==> config.mk <==
export PLATFORM = sky130hd
export DESIGN_NAME = fp_to_int_amisha
export DESIGN_NICKNAME = d
export VERILOG_FILES = /design/src/rtl/fp_pkg_amisha.sv /design/src/rtl/fp_int_finish_amisha.sv /design/src/rtl/fp_to_int_amisha.sv
export SDC_FILE = /design/constraint.sdc
export NUM_CORES = 1
export LEC_CHECK = 0
export ABC_CLOCK_PERIOD_IN_PS = 5300
export BUFFER_PORTS_ARGS = -buffer_cell sky130_fd_sc_hd__buf_2
export CORE_ASPECT_RATIO = 0.6
export CORE_MARGIN = 1.5
export CORE_UTILIZATION = 40
export DETAILED_ROUTE_END_ITERATION = 8
export PLACE_DENSITY_LB_ADDON = 0.08
export SKIP_LAST_GASP = 1
export SLEW_MARGIN = 0
export SYNTH_ARGS = -nofsm -noshare
export SYNTH_HDL_FRONTEND = slang
export SYNTH_SLANG_ARGS = --single-unit
==> constraint.sdc <==
create_clock -name clk_amisha -period 5.3 [get_ports clk_amisha]
set_clock_uncertainty 0.2 [all_clocks]
set_input_delay 0.795 -clock clk_amisha [delete_from_list [all_inputs] [get_ports clk_amisha]]
set_output_delay 0.795 -clock clk_amisha [all_outputs]
set_load 0.01 [all_outputs]
==> src/rtl/fp_pkg_amisha.sv <==
// Shared defaults and FSM state encoding for the float-to-integer converter.
package fp_pkg_amisha;

    localparam int DEF_EXP_W       = 4;
    localparam int DEF_FRAC_W      = 8;
    localparam int DEF_INT_W       = 16;
    localparam int DEF_SHIFT_CNT_W = DEF_EXP_W + 1;

    typedef enum logic [1:0] {
        IDLE   = 2'd0,
        SHIFT  = 2'd1,
        FINISH = 2'd2,
        HOLD   = 2'd3
    } state_t;

endpackage

==> src/rtl/fp_int_finish_amisha.sv <==
// Final stage of the float-to-integer converter: optional round, then signed negate.
// FP2INT_ROUND_EN adds the last shifted-out bit to the magnitude (round half away from zero).
module fp_int_finish_amisha #(
    parameter int INT_W = 16
) (
    input  logic [INT_W-1:0] mag,
    input  logic             sign,
`ifdef FP2INT_ROUND_EN
    input  logic             guard,
`endif
    output logic [INT_W-1:0] value
);

    logic [INT_W-1:0] rounded;

    always_comb begin
`ifdef FP2INT_ROUND_EN
        rounded = mag + INT_W'(guard);
`else
        rounded = mag;
`endif
        // Negating a zero magnitude yields zero, so negative zero cannot appear.
        value = sign ? ('0 - rounded) : rounded;
    end

endmodule

==> src/rtl/fp_to_int_amisha.sv <==
// Multi-cycle sign/exponent/fraction float to two's-complement integer converter.
// A bit-serial shifter is stepped by an FSM; define FP2INT_ROUND_EN to round instead of truncate.
module fp_to_int_amisha
    import fp_pkg_amisha::*;
#(
    parameter int EXP_W  = DEF_EXP_W,
    parameter int FRAC_W = DEF_FRAC_W,
    parameter int INT_W  = DEF_INT_W
) (
    input  logic              clk_amisha,
    input  logic              rst_n_amisha,
    input  logic              in_valid_amisha,
    output logic              in_ready_amisha,
    input  logic              sign_amisha,
    input  logic [EXP_W-1:0]  exp_amisha,
    input  logic [FRAC_W-1:0] frac_amisha,
    output logic              out_valid_amisha,
    input  logic              out_ready_amisha,
    output logic [INT_W-1:0]  int_out_amisha
);

    localparam int CNT_W = EXP_W + 1;
    localparam logic [CNT_W-1:0] FRAC_W_C = CNT_W'(FRAC_W);

    state_t            state;
    state_t            state_next;
    logic [INT_W-1:0]  mag;
    logic [INT_W-1:0]  int_q;
    logic [INT_W-1:0]  fin_value;
    logic              sign_q;
    logic              shift_left;
    logic [CNT_W-1:0]  cnt;
    logic [CNT_W-1:0]  exp_ext;
    logic [CNT_W-1:0]  cnt_init;
    logic              left_init;
    logic              accept;
`ifdef FP2INT_ROUND_EN
    logic              guard;
`endif

    always_comb begin
        exp_ext   = {1'b0, exp_amisha};
        left_init = (exp_ext >= FRAC_W_C);
        cnt_init  = left_init ? (exp_ext - FRAC_W_C) : (FRAC_W_C - exp_ext);
        accept    = in_valid_amisha && (state == IDLE);
    end

    always_ff @(posedge clk_amisha or negedge rst_n_amisha) begin
        if (!rst_n_amisha) begin
            state <= IDLE;
        end else begin
            state <= state_next;
        end
    end

    always_comb begin
        state_next = state;
        case (state)
            IDLE:    if (accept) state_next = (cnt_init != '0) ? SHIFT : FINISH;
            // cnt reaches zero on the edge that performs the last shift
            SHIFT:   if (cnt == CNT_W'(1)) state_next = FINISH;
            FINISH:  state_next = HOLD;
            HOLD:    if (out_ready_amisha) state_next = IDLE;
            default: state_next = IDLE;
        endcase
    end

    always_comb begin
        in_ready_amisha  = (state == IDLE);
        out_valid_amisha = (state == HOLD);
        int_out_amisha   = int_q;
    end

    always_ff @(posedge clk_amisha or negedge rst_n_amisha) begin
        if (!rst_n_amisha) begin
            mag        <= '0;
            sign_q     <= 1'b0;
            shift_left <= 1'b0;
            cnt        <= '0;
            int_q      <= '0;
`ifdef FP2INT_ROUND_EN
            guard      <= 1'b0;
`endif
        end else begin
            case (state)
                IDLE: begin
                    if (accept) begin
                        mag        <= INT_W'(frac_amisha);
                        sign_q     <= sign_amisha;
                        shift_left <= left_init;
                        cnt        <= cnt_init;
`ifdef FP2INT_ROUND_EN
                        guard      <= 1'b0;
`endif
                    end
                end
                SHIFT: begin
                    cnt <= cnt - CNT_W'(1);
                    if (shift_left) begin
                        mag <= mag << 1;
                    end else begin
                        mag <= mag >> 1;
`ifdef FP2INT_ROUND_EN
                        guard <= mag[0];
`endif
                    end
                end
                FINISH: int_q <= fin_value;
                default: ;
            endcase
        end
    end

    fp_int_finish_amisha #(
        .INT_W (INT_W)
    ) u_finish (
        .mag   (mag),
        .sign  (sign_q),
`ifdef FP2INT_ROUND_EN
        .guard (guard),
`endif
        .value (fin_value)
    );

endmodule

After elaboration in Yosys (flattened, before gate mapping)
Cells that the tools add are included.
- memories kept: 0
- output and inout port bits: 18
- latch bits: 0
- RAM bits: 0
- ROM bits: 0
- register bits after elaboration: 41
- divide/modulo/power cells: 0
- $add $sub $neg: 4
- multiply operators: 0
- shifts and indexed selects: 0
- mux-type cells: 12
- magnitude comparators: 1
- bitwise logic cells: 0
- reductions and logical operators: 7
- eq/ne operators: 7
- operators with widths (cell ; count):
    $mux 16 ; 3
    $pmux 16 s2 ; 1
    $sub 1x16->16 const A ; 1
    $mux 5 ; 2
    $pmux 5 s2 ; 1
    $mux 2 ; 4
    $pmux 2 s4 ; 1
    $eq 5x1->1 const B ; 1
    $reduce_bool 5->1 ; 1
    $sub 4x4->5 const A ; 1
    $sub 4x4->5 const B ; 1
    $sub 5x1->5 const B ; 1
    $eq 2x2->1 const B ; 2
    $ge 4x4->1 const B ; 1
    $ne 2x1->1 const B ; 2
    $reduce_and 2->1 ; 2
    $reduce_and 3->1 ; 1
    $eq 2x1->1 const B ; 1
    $logic_not 2->1 ; 1
    $ne 2x2->1 const B ; 1
    $reduce_bool 2->1 ; 1
    $logic_and 1x1->1 ; 1

Longest topological paths before layout
Gate-level depths: netlist (run 1).
- word-level depth: 6
- mapped depth: 7
- gate-level depth less buffers: 6

By module
From an unflattened synthesis (run 1), not the netlist that was laid out.
- cell total of the unflattened synthesis: 240
- area, all modules: 2452.4 um2
- by module, submodules not included (module ; cells each ; instances ; area each (um2) ; seq. area each (um2)):
    fp_to_int_amisha ; 189 ; 1 ; 2053.2 ; 1026.0
    fp_int_finish_amisha ; 51 ; 1 ; 399.1 ; 0.0

Worst setup path after synthesis (run 1)
No wires, ideal clock.
- path type: flip-flop to flip-flop
- from: register mag[1]
- to: register int_q[14], in the netlist int_out_amisha[14]
- slack: 3.030 ns
- arrival time: 1.933 ns
- data required time: 4.963 ns
- stages on the path, launching flop included: 8
- cells stage by stage: dfrtp_1 buf_6 inv_1 ha_1 or4b_2 o41ai_1 xor2_1 a21oi_1
- word-level cells in the longest chain between the ends: 2
- ends and longest elaborated chain (what ; line ; source):
    start: declaration ; fp_to_int_amisha.sv:27 ; logic [INT_W-1:0] mag;
    start signal: assignment ; fp_to_int_amisha.sv:88 ; mag <= INT_W'(frac_amisha);
    start signal: assignment ; fp_to_int_amisha.sv:100 ; mag <= mag << 1;
    start signal: assignment ; fp_to_int_amisha.sv:102 ; mag <= mag >> 1;
    $sub 1x16->16 ; fp_int_finish_amisha.sv:23 ; value = sign ? ('0 - rounded) : rounded;
    $mux 16 ; fp_int_finish_amisha.sv:23 ;
    end signal: assignment ; fp_to_int_amisha.sv:108 ; FINISH: int_q <= fin_value;
    end: declaration ; fp_to_int_amisha.sv:28 ; logic [INT_W-1:0] int_q;
Every way passes these cells.
A chain may end at the register's enable or synchronous reset.

Final worst setup path (run 1)
- from: register state[1]
- to: register cnt[2]
- word-level cells in the longest chain between the ends: 4
- elaborated cells on any way between the ends: 7
- classes of those cells: 2 x eq/ne; 1 x mux; 4 x reduce/logical
- ends and longest elaborated chain (what ; line ; source):
    start: declaration ; fp_to_int_amisha.sv:25 ; state_t state;
    start signal: assignment ; fp_to_int_amisha.sv:52 ; state <= state_next;
    $logic_not 2->1 ; fp_to_int_amisha.sv:45, fp_to_int_amisha.sv:85 ;
    $logic_and 1x1->1 ; fp_to_int_amisha.sv:45 ; accept = in_valid_amisha && (state == IDLE);
    $ne 2x1->1 (no line) ; -- ;
    $reduce_and 2->1 (no line) ; -- ;
    end signal: assignment ; fp_to_int_amisha.sv:91 ; cnt <= cnt_init;
    end signal: assignment ; fp_to_int_amisha.sv:98 ; cnt <= cnt - CNT_W'(1);
    end: declaration ; fp_to_int_amisha.sv:32 ; logic [CNT_W-1:0] cnt;
Parallel ways exist; a longest one is shown, timed or not.

==> results.yml, run 1 <==
status:
  status: "complete, no violations"
global_routing:
  grt_first_pass_wirelength_um: 9260
  overflow: 0
  first_global_vias: 1798
  gr-usage-all-layers: 0.179
  antenna_found_initial: 0
  grt_max_degree: 42
yosys:
  synth.distinct_cells: 44
  synth_area_leader_cell: "dfrtp_1"
  syn_nets: 288
  synth_area_leaders: "dfrtp_1 (42%), mux2i_1 (7.8%), a21oi_1 (4.3%), xor2_1 (4.3%), nor2_1 (4.2%)"
  ys_seq_elements: 41
  synth_top_cell_area_share: 0.422
  ys_async_sr_fraction: 1.00
  synth_warnings: 0
  seq_area_frac_synth: 0.422
  synthesis.area_um2: 2430
  synth-edff-count: 0
  synth_cells: 263
  synthFlopType: "dfrtp_1"
  post_synth.cell_area_avg_um2: 9.25
worst_setup_path:
  r2r_slack_ps: 2450
  timing.rr.start: "state[1]$_DFFE_PN0P_"
  worst_r2r_path_depth: 6
  crit_type: "register to register"
  critPathArrivalTime_ps: 2790
  worstSetupEndpointType: "register"
  critPathLaunchType: "register"
  worst_ep_required_time_ps: 5240
  crit_path_max_fanout: 31
  rr_endpoint: "cnt[2]$_DFFE_PN0P_"
cells_and_area:
  finalCoreUtilization: 0.474
  drive_gt1_frac: 0.186
  layoutNonFillerInstCount: 365
  n_antenna_cell: 0
  final_nets: 309
  syn_to_final_growth_pct: 11.5
  fill_cells: 583
clocking:
  clk_latency_ps: 300
  clk_pin_slew_worst_paths_ps: 80
  cts.sinks: 41
  root_buffer: "clkbuf_8"
  cts_tree: "yes"
  cts_hold_buf: 0
  postCtsSetupBuffers: 0
  htreeDepth: 2
  ctsResizeCount: 0
  cts_buffer_depth: 2
  cts_buffers: 5
floorplan:
  start_util: 0.425
  die_h_um: 63.4
  die_w_um: 104
  rows: 21
  coreArea_um2: 5730
  dieArea_um2: 6580
  ios: 35
detailed_routing:
  route.detailed.drc: 0
  wl_per_cell_um: 14.9
  num_vias: 1931
  ant_nets: 0
  routed_wl_um: 5450
  drt_iter0_markers: 91
  viasPerCell: 5.29
  first_pass_iters: 4
sta:
  hold_viol_final: 0
  finalSetupViolCount: 0
  fin_crit_ps: 2850
  fin_setup_tns_ps: 0
  fin_crit_sh: 0.537
  fmax_ghz: 0.351
  rsz0062_at_grt: "false"
  finalMaxSlewViolations: 0
  slew_headroom: 0.163
  hold_ws_ps: 322
  worst_slew_pin_slew_ps: 1230
power_and_ir_drop:
  switching_share: 0.458
  powerDensity_nw_per_um2: 633
  switching_power_w: 0.000786
  totalPowerFinal_w: 0.00172
  p_leak_nw: 1.25
  p_comb_frac: 0.500
  clkPwrFrac: 0.119
  peakVddDrop_v: 0.000370
  seq_power_share: 0.382
  power.internal_w: 0.000932
placed_design:
  hpwlAfterDp_um: 3850
  port_buffers: 34
  dp.cells: 357
  gp_congestion: 0.779
hold_path:
  min_path_cells: 2
  whs_endpoint: "int_out_amisha[7]$_DFFE_PN0P_"
  min-delay-start: "int_out_amisha[7]$_DFFE_PN0P_"
  worstHoldPathType: "register to register"
flow_run:
  maxCapViolCount: 0
power groups by stage:
stage	Sequential, W	Clock (W)	Combinational, W
after floorplan	0.000574	0	0.000719
after global routing	0.000684	0.000229	0.000972
after global placement	0.000655	0	0.000854
after detailed placement	0.000659	0	0.000860
after CTS	0.000654	0.000214	0.000865
final	0.000656	0.000204	0.000858
routing by layer:
metal  share of wire  routed length [µm]  track usage
met5               0                   0            0
met4           0.012                  65       0.0677
met3           0.030                 164       0.0393
met2            0.40                2160        0.243
met1            0.56                3070        0.273
cells by family (layout without fill, tap and decap cells):
kind of cell             after synthesis  count (layout)  synth area share
multiplexers                          23              23            0.0967
AND/OR/NAND/NOR                       69              69             0.140
flip-flops                            41              41             0.422
adder cells (fa/ha/maj)                8               8            0.0411
AO/OA/AOI/OAI                         73              73             0.193
XOR/XNOR                              14              14            0.0504
buffers and inverters                 35              57            0.0576
synth_stat cells, types with 3 or more instances:
cell       n
buf_1      4
nor3_1     4
xor2_1    12
a21o_1     5
o31ai_1    6
o41ai_1    3
clkbuf_1  15
ha_1       8
nand3b_1   3
inv_1     14
o22ai_1    5
nand3_1    4
nor2_1    27
mux2_2     4
nand2_1   15
or4_1      3
o21ai_0   14
a21oi_1   21
dfrtp_1   41
a211oi_1   7
mux2i_1   19
worst max-delay path by stage:
| stage | start | end | depth (start not counted) |
|---|---|---|---|
| 2_1_floorplan | mag[1]$_DFFE_PN0P_ | int_out_amisha[14]$_DFFE_PN0P_ | 7 |
| 3_3_place_gp | state[1]$_DFFE_PN0P_ | cnt[2]$_DFFE_PN0P_ | 6 |
| 3_5_place_dp | state[1]$_DFFE_PN0P_ | cnt[2]$_DFFE_PN0P_ | 6 |
| 4_1_cts | state[1]$_DFFE_PN0P_ | cnt[2]$_DFFE_PN0P_ | 6 |
| 5_1_grt | state[1]$_DFFE_PN0P_ | cnt[2]$_DFFE_PN0P_ | 6 |
| 6_report | state[1]$_DFFE_PN0P_ | cnt[2]$_DFFE_PN0P_ | 6 |
worst max-delay path: stages (launching register included):
cell,delay [ps]
dfrtp_1,400
inv_1,110
ha_1,870
mux2i_2,610
nand3b_1,320
o21ai_0,80
a21oi_1,90
state kept, by name, indices dropped and copies added (netlist names):
register and cells:
int_out_amisha 16, sign_q 1, cnt 5, state 2, mag 16, shift_left 1
final cells by class:
type | instances | area (µm²) | area share
Multi-Input combinational cell | 187 | 1270 | 0.468
Inverter | 14 | 52.6 | 0.0194
Sequential cell | 41 | 1030 | 0.378
Clock inverter | 3 | 17.5 | 0.00645
Clock buffer | 5 | 68.8 | 0.0254
Timing Repair Buffer | 35 | 178 | 0.0655
Tap cell | 80 | 100 | 0.0369
layout by cell type (no fill, tap or decap), drive strengths merged, types with 2 or more instances in the layout:
cell,netlist,layout
a211oi,7,7
a21o,6,6
a21oi,21,21
buf,6,35
clkbuf,15,5
clkinv,0,2
dfrtp,41,41
ha,8,8
inv,14,14
mux2,4,4
mux2i,19,19
nand2,15,15
nand2b,2,2
nand3,4,4
nand3b,3,3
nor2,27,27
nor2b,2,2
nor3,4,4
nor4,2,2
o21ai,15,15
o22ai,5,5
o31ai,6,6
o41ai,3,3
or3,2,2
or4,5,5
xnor2,2,2
xor2,12,12
stage by stage:
| step | worst slack [ps] | cell area, µm² |
|---|---|---|
| 2_1_floorplan | 3030 | 2430 |
| 3_3_place_gp | 2490 | 2630 |
| 3_5_place_dp | 2470 | 2630 |
| 4_1_cts | 2460 | 2710 |
| 5_1_grt | 2140 | 2710 |
| 6_report | 2450 | 2710 |
Note: power is estimated with default switching activity, not from simulation.
==> inputs of run 2 (changes only) <==
Settings changed: ABC_CLOCK_PERIOD_IN_PS 5300 to 2950.
Clock period 5.3 ns to 2.95 ns, I/O delays scaled along.
==> results.yml, run 2 (synthesis results as in run 1) <==
status:
  status: "complete, no violations"
worst_setup_path:
  crit_type: "register to register"
  worstSetupEndpointType: "register"
  critPathLaunchType: "register"
  crit_path_max_fanout: 8
  timing.rr.start: "mag[1]$_DFFE_PN0P_"
  cp-startpoint: "mag[1]$_DFFE_PN0P_"
  critPathArrivalTime_ps: 2390
  worst_ep_required_time_ps: 2930
  r2r_slack_ps: 540
power_and_ir_drop:
  switching_power_w: 0.00143
  switching_share: 0.438
  peakVddDrop_v: 0.000365
  p_comb_frac: 0.496
  seq_power_share: 0.357
  p_leak_nw: 1.30
  clkPwrFrac: 0.147
  powerDensity_nw_per_um2: 1170
  power.internal_w: 0.00184
detailed_routing:
  wl_met2_um: 2200
  num_vias: 1996
  viasPerCell: 5.38
  routed_wl_um: 5660
  met3_length_um: 261
  drt_iter0_markers: 114
  ant_nets: 0
  first_pass_iters: 4
  dr.max_layer_used: "met4"
  wl_per_cell_um: 15.3
  route.detailed.drc: 0
  met1_length_um: 3180
global_routing:
  gr-usage-all-layers: 0.185
  first_global_vias: 1863
  antenna_found_initial: 0
  grt_max_degree: 42
  grt_first_pass_wirelength_um: 9630
  overflow: 0
sta:
  finalSetupViolCount: 0
  fin_crit_ps: 2410
  finalMaxSlewViolations: 0
  slew_headroom: 0.376
  rsz0062_at_grt: "false"
  fin_setup_tns_ps: 0
  fmax_ghz: 0.415
  hold_viol_final: 0
  worst_slew_pin_slew_ps: 937
  fin_crit_sh: 0.817
clocking:
  cts.sinks: 41
  cts_buffers: 5
  root_buffer: "clkbuf_8"
  postCtsSetupBuffers: 0
  cts_hold_buf: 0
  ctsResizeCount: 0
  clk_pin_slew_worst_paths_ps: 80
  cts_tree: "yes"
  htreeDepth: 2
  cts_buffer_depth: 2
  clk_latency_ps: 290
placed_design:
  dp.cells: 363
  port_buffers: 34
  hpwlAfterDp_um: 4090
  gp_congestion: 0.786
floorplan:
  die_w_um: 104
  die_h_um: 63.4
  ios: 35
  dieArea_um2: 6580
  start_util: 0.425
  coreArea_um2: 5730
  rows: 21
cells_and_area:
  n_antenna_cell: 0
  syn_to_final_growth_pct: 14.6
  layoutNonFillerInstCount: 371
  final_cell_mix: "dfrtp_1 (41), buf_2 (34), nor2_1 (27)"
  layout_commonest_cell: "dfrtp_1"
  final_nets: 315
  drive_gt1_frac: 0.199
  fill_cells: 588
  finalCoreUtilization: 0.487
flow_run:
  maxCapViolCount: 0
hold_path:
  worstHoldPathType: "input pin to asynchronous set/reset pin"
[run 2: changes by cell type in the layout (fill, tap and decap cells not counted), sizes merged]
cell / previous run / this run
bufinv: 0 / 1
buf: 35 / 41
clkinv: 2 / 0
clkinvlp: 1 / 0
clkbuf: 5 / 7
[run 2: metrics by stage]
| step | power [W] | setup WS, ps | hold slack, ps | cell area (µm²) |
|---|---|---|---|---|
| after CTS | 0.00330 | 539 | 125 | 2790 |
| after global routing | 0.00358 | 439 | 164 | 2790 |
| after detailed placement | 0.00281 | 556 | 306 | 2670 |
| after global placement | 0.00280 | 601 | 296 | 2670 |
| after floorplan | 0.00232 | 680 | -53.1 | 2430 |
| final | 0.00327 | 538 | 80.6 | 2790 |
[run 2: cell type report]
| class | instances | area [µm²] | share of cell area |
|---|---|---|---|
| clock buffer | 7 | 86.3 | 0.0310 |
| inverter | 14 | 52.6 | 0.0188 |
| clock inverter | 1 | 30.0 | 0.0108 |
| tap | 80 | 100 | 0.0359 |
| sequential | 41 | 1030 | 0.368 |
| multi-input combinational | 187 | 1270 | 0.456 |
| timing repair buffer | 41 | 223 | 0.0799 |
[run 2: critical path, cell delays in order (launching register included)]
cell and delay (ps):
dfrtp_1 470, inv_1 90, ha_1 180, or4b_2 690, o41ai_1 410, xor2_1 170, a21oi_1 80
[run 2: layer usage]
| metal | up-vias | global-route usage |
|---|---|---|
| met1 | 961 | 0.292 |
| met5 | - | 0 |
| met2 | 41 | 0.253 |
| met4 | 0 | 0.0417 |
| met3 | 2 | 0.0414 |
| li1 | 992 | - |
[run 2: final timing paths]
kind	to	cells past startpoint
worst max-delay path	int_out_amisha[14]$_DFFE_PN0P_	6
worst min-delay path	int_out_amisha[1]$_DFFE_PN0P_	1
worst max register to register	int_out_amisha[14]$_DFFE_PN0P_	6
worst min register to register	int_out_amisha[7]$_DFFE_PN0P_	2
max in group asynchronous	int_out_amisha[7]$_DFFE_PN0P_	1
min in group clk_amisha	sign_q$_DFFE_PN0P_	2
[run 2: power groups by stage]
stage	Clock [W]	Sequential (W)	Combinational, W
after floorplan	0	0.00103	0.00129
after global placement	0	0.00117	0.00163
after detailed placement	0	0.00118	0.00163
after CTS	0.000488	0.00117	0.00164
after global routing	0.000519	0.00122	0.00184
final	0.000481	0.00117	0.00162
